`src/rtl/crc8_pkg.sv`:
```
// Shared types and constants for the CRC-8 frame controller and its engine.
package crc8_pkg;

    typedef enum logic {
        DATA  = 1'b0,
        FINAL = 1'b1
    } state_e;

    localparam int          MODE_APPEND = 0;
    localparam int          MODE_CHECK  = 1;
    localparam logic [7:0]  CRC_INIT    = 8'h00;

endpackage

```
`src/rtl/crc8.sv`:
```
// Byte-wide CRC-8 engine: MSB-first, no reflection, no final xor.
// crc_o is the registered CRC of all bytes accepted since the last reset.
module crc8
    import crc8_pkg::*;
#(
    parameter logic [7:0] POLYNOMIAL = 8'h07
) (
    input  logic       clk_i,
    input  logic       rst_i,
    input  logic [7:0] data_i,
    input  logic       data_valid_i,
    output logic [7:0] crc_o
);

    logic [7:0] crc_q;
    logic [7:0] crc_d;

    always_comb begin
        crc_d = crc_q;
        if (data_valid_i) begin
            crc_d = crc_q ^ data_i;
            for (int i = 0; i < 8; i++) begin
                crc_d = crc_d[7] ? ({crc_d[6:0], 1'b0} ^ POLYNOMIAL) : {crc_d[6:0], 1'b0};
            end
        end
    end

    always_ff @(posedge clk_i) begin
        if (rst_i) begin
            crc_q <= CRC_INIT;
        end else begin
            crc_q <= crc_d;
        end
    end

    assign crc_o = crc_q;

endmodule

```
`src/rtl/crc8_frame_ctrl.sv`:
```
// Frame sequencer around one crc8 engine: passes bytes through and either
// appends the CRC byte (MODE_APPEND) or checks the trailing CRC byte (MODE_CHECK).
module crc8_frame_ctrl
    import crc8_pkg::*;
#(
    parameter int         MODE       = 0,
    parameter logic [7:0] POLYNOMIAL = 8'h07,
    parameter int         LEN_W      = 16
) (
    input  logic             clk_i,
    input  logic             rst_i,
    input  logic [7:0]       s_data_i,
    input  logic             s_valid_i,
    input  logic             s_last_i,
    output logic             s_ready_o,
    output logic [7:0]       m_data_o,
    output logic             m_valid_o,
    output logic             m_last_o,
    input  logic             m_ready_i,
    output logic             frame_done_o,
    output logic             crc_err_o,
    output logic [LEN_W-1:0] frame_len_o,
    output logic             busy_o
);

    // Handshake: a byte moves on a channel in any cycle where valid and ready
    // are both high; valid never depends on ready, and ready may depend on valid.

    localparam logic [LEN_W-1:0] CNT_MAX = '1;

    state_e           state_q, state_d;
    logic [LEN_W-1:0] count_q, count_d;
    logic [LEN_W-1:0] len_q, len_d;
    logic             err_q, err_d;
    logic             eng_clr;
    logic             eng_valid;
    logic             frame_end;
    logic [7:0]       crc;

    crc8 #(
        .POLYNOMIAL (POLYNOMIAL)
    ) u_crc8 (
        .clk_i        (clk_i),
        .rst_i        (rst_i | eng_clr),
        .data_i       (s_data_i),
        .data_valid_i (eng_valid),
        .crc_o        (crc)
    );

    always_comb begin
        state_d      = state_q;
        count_d      = count_q;
        len_d        = len_q;
        err_d        = err_q;
        eng_clr      = 1'b0;
        eng_valid    = 1'b0;
        frame_end    = 1'b0;
        s_ready_o    = 1'b0;
        m_valid_o    = 1'b0;
        m_data_o     = s_data_i;
        m_last_o     = 1'b0;
        frame_done_o = 1'b0;

        case (state_q)
            DATA: begin
                s_ready_o = m_ready_i;
                m_valid_o = s_valid_i;
                m_last_o  = (MODE == MODE_CHECK) ? (s_valid_i & s_last_i) : 1'b0;
                if (s_valid_i && m_ready_i) begin
                    eng_valid = 1'b1;
                    if (count_q != CNT_MAX) begin
                        count_d = count_q + 1'b1;
                    end
                    if (s_last_i) begin
                        state_d = FINAL;
                    end
                end
            end
            FINAL: begin
                if (MODE == MODE_APPEND) begin
                    m_valid_o = 1'b1;
                    m_data_o  = crc;
                    m_last_o  = 1'b1;
                    frame_end = m_ready_i;
                end else begin
                    frame_end = 1'b1;
                end
            end
            default: state_d = DATA;
        endcase

        // Engine is cleared on the exit edge so crc stays valid through FINAL.
        if (frame_end) begin
            frame_done_o = 1'b1;
            err_d        = (MODE == MODE_CHECK) && (crc != 8'h00);
            len_d        = count_q;
            count_d      = '0;
            eng_clr      = 1'b1;
            state_d      = DATA;
        end
    end

    always_ff @(posedge clk_i) begin
        if (rst_i) begin
            state_q <= DATA;
            count_q <= '0;
            len_q   <= '0;
            err_q   <= 1'b0;
        end else begin
            state_q <= state_d;
            count_q <= count_d;
            len_q   <= len_d;
            err_q   <= err_d;
        end
    end

    assign crc_err_o   = err_q;
    assign frame_len_o = len_q;
    assign busy_o      = (state_q == FINAL) || (count_q != '0);

endmodule

```
`config.mk`:
```
export PLATFORM = sky130hd
export DESIGN_NAME = crc8_frame_ctrl
export DESIGN_NICKNAME = d
export VERILOG_FILES = /design/src/rtl/crc8_pkg.sv /design/src/rtl/crc8.sv /design/src/rtl/crc8_frame_ctrl.sv
export SDC_FILE = /design/constraint.sdc
export NUM_CORES = 1
export LEC_CHECK = 0
export CAP_MARGIN = 15
export CORE_MARGIN = 1
export CORE_UTILIZATION = 45
export DETAILED_ROUTE_END_ITERATION = 10
export PLACE_DENSITY = 0.71
export RECOVER_POWER = 25
export SYNTH_ARGS = -nofsm -noshare
export SYNTH_HDL_FRONTEND = slang
export SYNTH_SLANG_ARGS = --single-unit
export TNS_END_PERCENT = 50
```
`constraint.sdc`:
```
create_clock -name clk_i -period 2.15 [get_ports clk_i]
set_clock_uncertainty 0.2 [all_clocks]
set_input_delay 0.43 -clock clk_i [delete_from_list [all_inputs] [get_ports clk_i]]
set_output_delay 0.43 -clock clk_i [all_outputs]
set_load 0.01 [all_outputs]
```
# ---- Word-level counts from Yosys, hierarchy flattened
# Cells that the tools add are included.
dict set report totals {
  out_inout_bits 30
  elab_cells 41
  register_bits 41
}
dict set report classes {
  eq_ne 1
  mux 19
  n_addsub 1
  n_reduce_logical 5
  bitwise_logic 11
}
# cell count
set op_table {}
lappend op_table {{3-bit two-way mux} 8}
lappend op_table {{3-bit inverter} 8}
lappend op_table {{16-bit by 1-bit adder with 16-bit output, second input constant} 1}
lappend op_table {{16-bit != test, second input constant} 1}
lappend op_table {{16-bit nonzero test} 1}
lappend op_table {{1-bit two-way mux} 8}
lappend op_table {{8-bit two-way mux} 1}
lappend op_table {{8-bit bitwise XOR} 1}
lappend op_table {{1-bit case mux with 2 select lines} 2}
lappend op_table {{3-bit AND reduction} 1}
lappend op_table {{2-bit OR reduction} 1}
lappend op_table {{1-bit logical AND} 1}
lappend op_table {{1-bit logical OR} 1}
lappend op_table {{1-bit inverter} 1}
lappend op_table {{1-bit bitwise OR} 1}

# ---- Logic depth before layout (Yosys ltp)
dict set report depth {
  depth_word 17
  mapped_depth 6
  depth_no_buf 5
}

# ---- Cells and area by module
# From an unflattened synthesis, not the netlist that was laid out.
dict set report unflattened {
  hier_cells 254
  hier_area_um2 2237.1
}
# module cells_per_inst area_each_um2 seq_area_each_um2 n_inst
set by_module_without_submodules {}
lappend by_module_without_submodules {crc8_frame_ctrl 194 1627.8 660.6 1}
lappend by_module_without_submodules {crc8 60 609.3 160.2 1}

# ---- Least setup slack after synthesis
# No wires, ideal clock.
dict set report synth_timing {
  path_type {register to register}
  start {register count_q[0]}
  end {register count_q[7]}
  synth_period_minus_slack_ps 1854
  arrival_time_ps 1525
  slack_ps 296
  path_stages_with_launch 7
  cell_sequence {dfxtp_1 > ha_1 > nand4_1 > nor4_4 > buf_4 > nor4_1 > mux2i_1}
}
dict set report synth_via {
  elab_chain_cells 2
  word_cells_on_any_way 3
}
# element line_no
set synth_lines {}
lappend synth_lines {{start: declaration} crc8_frame_ctrl.sv:32} ;# logic [LEN_W-1:0] count_q, count_d;
lappend synth_lines {{start signal: assignment} crc8_frame_ctrl.sv:111} ;# count_q <= count_d;
lappend synth_lines {{parallel branches: the longest is 2 deep, another holds 16-bit by 1-bit adder with 16-bit output} n/a}
# Several ways; the timed one is not identified.
# A chain may end at the register's enable or synchronous reset.

# ---- Worst setup path after layout
dict set report layout_timing {
  start {input s_valid_i}
  end {output m_valid_o}
}
dict set report layout_via {
  elab_chain_cells 1
}
# element line_no
set layout_lines {}
lappend layout_lines {{start: declaration} crc8_frame_ctrl.sv:13} ;# input logic s_valid_i,
lappend layout_lines {{1-bit case mux with 2 select lines} crc8_frame_ctrl.sv:64} ;# case (state_q)
lappend layout_lines {{end: declaration} crc8_frame_ctrl.sv:17} ;# output logic m_valid_o,
# No other way between the ends.

==> impl_metrics.yaml <==
yosys:
  avgSynthCellArea_um2: 8.72
  ys_ff_latch: 41
  async_flop_share_pct: 0
  synthCells: 250
  synthFlopType: "dfxtp_1"
  yosysSeqAreaShare_pct: 37.7
  synth_edf_count: 0
  netlist.area_leader.share_pct: 37.7
  yosysTopAreaCell: "dfxtp_1"
  ys_warn_count: 0
  netlist-cell-type-count: 44
  synth_area_um2: 2180
  mappedNetlistNets: 265
  ys_top_cells_by_area: "dfxtp_1 38%, nand2_1 7.1%, a21oi_1 6.9%, mux2_2 4.6%, xnor2_1 4.4%"
  synth_commonest_cells: "41 x dfxtp_1, 41 x nand2_1, 30 x a21oi_1, 12 x or3_1, 11 x xnor2_1"
drt:
  vias: 2044
  drc: 0
  first_iter_violations: 106
  finalWirelength_mm: 5.06
  wl_per_cell_um: 13.5
  drt-pass1-iter-count: 4
  antenna_left: 0
  drt-vias-per-instance: 5.47
sta:
  finalCriticalPeriod_ps: 2090
  drv_slew: 0
  post-route-period-util_pct: 97.0
  hold_viol_final: 0
  max_freq_mhz: 479
  tns_ps: 0
  rsz0062_at_grt: "no"
  setup_violations: 0
floorplan:
  start_util_pct: 48.4
  ios: 43
  core_um2: 4500
  dieHeight_um: 71.6
  die_width_um: 71.6
  die_area_um2: 5130
  num_rows: 24
power:
  combPwrFrac_pct: 22.5
  power_frac_clock_pct: 30.0
  ir_drop_v: 0.000385
  swShare_pct: 25.2
  leakagePower_nw: 1.17
  powerDensity_nw_per_um2: 559
  p_int_mw: 1.26
  p_seq_share_pct: 47.4
  netSwitchingPower_mw: 0.423
  total_power_mw: 1.68
clocking:
  clock_latency_ps: 290
  h-tree-depth: 2
  clockRootBuffer: "clkbuf_8"
  clk_path_buf_depth: 2
  cts.sinks: 41
  cts_tree: "yes"
  cts_made_buffers: 5
  clk_pin_slew_ps: 80
  cts_hold_buf: 0
grt:
  first_global_vias: 1830
  overflow: 0
  track_usage_pct: 21.1
  grt_pass1_wl_mm: 8.45
  grt_max_degree: 20
  antenna_found_initial: 0
final_layout:
  synthToLayoutAreaGrowth_pct: 37.7
  drive_above_1_share_pct: 20.5
  nets: 337
  antennaDiodeCount: 0
setup_path:
  crit_type: "input pin to primary output"
  cp-end-kind: "primary output"
  crit_required_ps: 1520
  critPathLaunchType: "input pin"
  crit_fanout: 4
  arrival_ps: 1460
placed_design:
  gp_congestion: 0.845
  portBuffers: 41
  dp_hpwl_mm: 3.78
hold_path:
  min_path_type: "flip-flop to flip-flop"
run_status:
  status: "complete, no violations"
run:
  drv_cap: 0
[sequential cells by signal (all words and copies together) (netlist names)]
register / cells
frame_len_o: 16
count_q: 16
state_q: 1
u_crc8.crc_o: 8
[critical path: stages]
cell and delay (ps):
clkdlybuf4s50_1 460, or2_2 290, dlygate4sd2_1 280
[cells by family (layout without fill, tap and decap cells)]
| group | Yosys count | in the layout | share of synthesized area [%] |
|---|---|---|---|
| xor gates and xnor gates | 21 | 21 | 12.7 |
| muxes | 11 | 11 | 5.57 |
| adders and majority gates | 2 | 2 | 1.15 |
| and+or+nand+nor | 97 | 97 | 23.4 |
| DFF | 41 | 41 | 37.7 |
| other | 1 | 1 | 0.172 |
| AOI/OAI and AO/OA | 56 | 56 | 15.1 |
| buffers and inverters | 21 | 93 | 4.25 |
[power groups by stage]
stage | clock (mW) | sequential (mW) | combinational [mW]
after global routing | 0.551 | 0.799 | 0.409
after CTS | 0.513 | 0.796 | 0.381
after detailed placement | 0 | 0.814 | 0.389
final | 0.504 | 0.796 | 0.378
after floorplan | 0 | 0.811 | 0.226
after global placement | 0 | 0.813 | 0.382
[layout by cell type (no fill, tap or decap), types with 3 or more instances in the layout]
cell	instances
o31ai_1	5
nand3_1	8
nor4_1	5
a211oi_1	3
buf_4	38
nand4_1	5
xnor3_1	4
xnor2_2	3
xnor2_1	11
clkbuf_8	6
mux2_2	9
dfxtp_1	41
or3_1	12
dlygate4sd2_1	10
o21ai_0	10
inv_1	5
a21oi_1	28
and3_1	3
or4_1	4
clkdlybuf4s50_1	29
nor2_1	5
nand2_1	41
[repair_timing]
action,in CTS,in global routing
hold endpoints to repair,0,0
resized for setup,13,6
buffers inserted,0,3
setup endpoints to repair,12,4
pin swaps,0,2
[final timing paths]
path	depth (start not counted)	endpoint	slack (ps)	startpoint
max	3	m_valid_o	60	s_valid_i
min	2	frame_len_o[6]	250	frame_len_o[6]
max reg2reg	7	count_q[13]	100	count_q[0]
min reg2reg	2	frame_len_o[6]	250	frame_len_o[6]
[cell type report]
cell class / count / area, um^2
Inverter: 5 / 18.8
Multi-Input combinational cell: 188 / 1290
Clock buffer: 7 / 86.3
Fill cell: 397 / 1500
Timing Repair Buffer: 81 / 721
Sequential cell: 41 / 821
Tap cell: 52 / 65.1
[routing by layer]
metal / vias up / part of all wire, % / GRT usage, %
met4: 0 / 0.87 / 6.32
li1: 1042 / - / -
met5: - / 0 / 0
met2: 44 / 47 / 34.4
met1: 952 / 48 / 28.5
met3: 6 / 3.7 / 4.36
[per-stage QoR]
stage | cell area, um^2 | hold slack, ps | cells | worst slack, ps | utilization (%)
detailed placement | 2890 | 246 | 365 | -207 | 64.2
finish | 3000 | 252 | 374 | 64.0 | 66.6
global placement | 2890 | 242 | 365 | -202 | 64.2
floorplan | 2180 | 266 | 250 | 296 | -
CTS | 2970 | 256 | 372 | 0.841 | 66.0
global route | 3000 | 275 | 374 | 11.9 | 66.6
(Power assumes the default switching activity.)
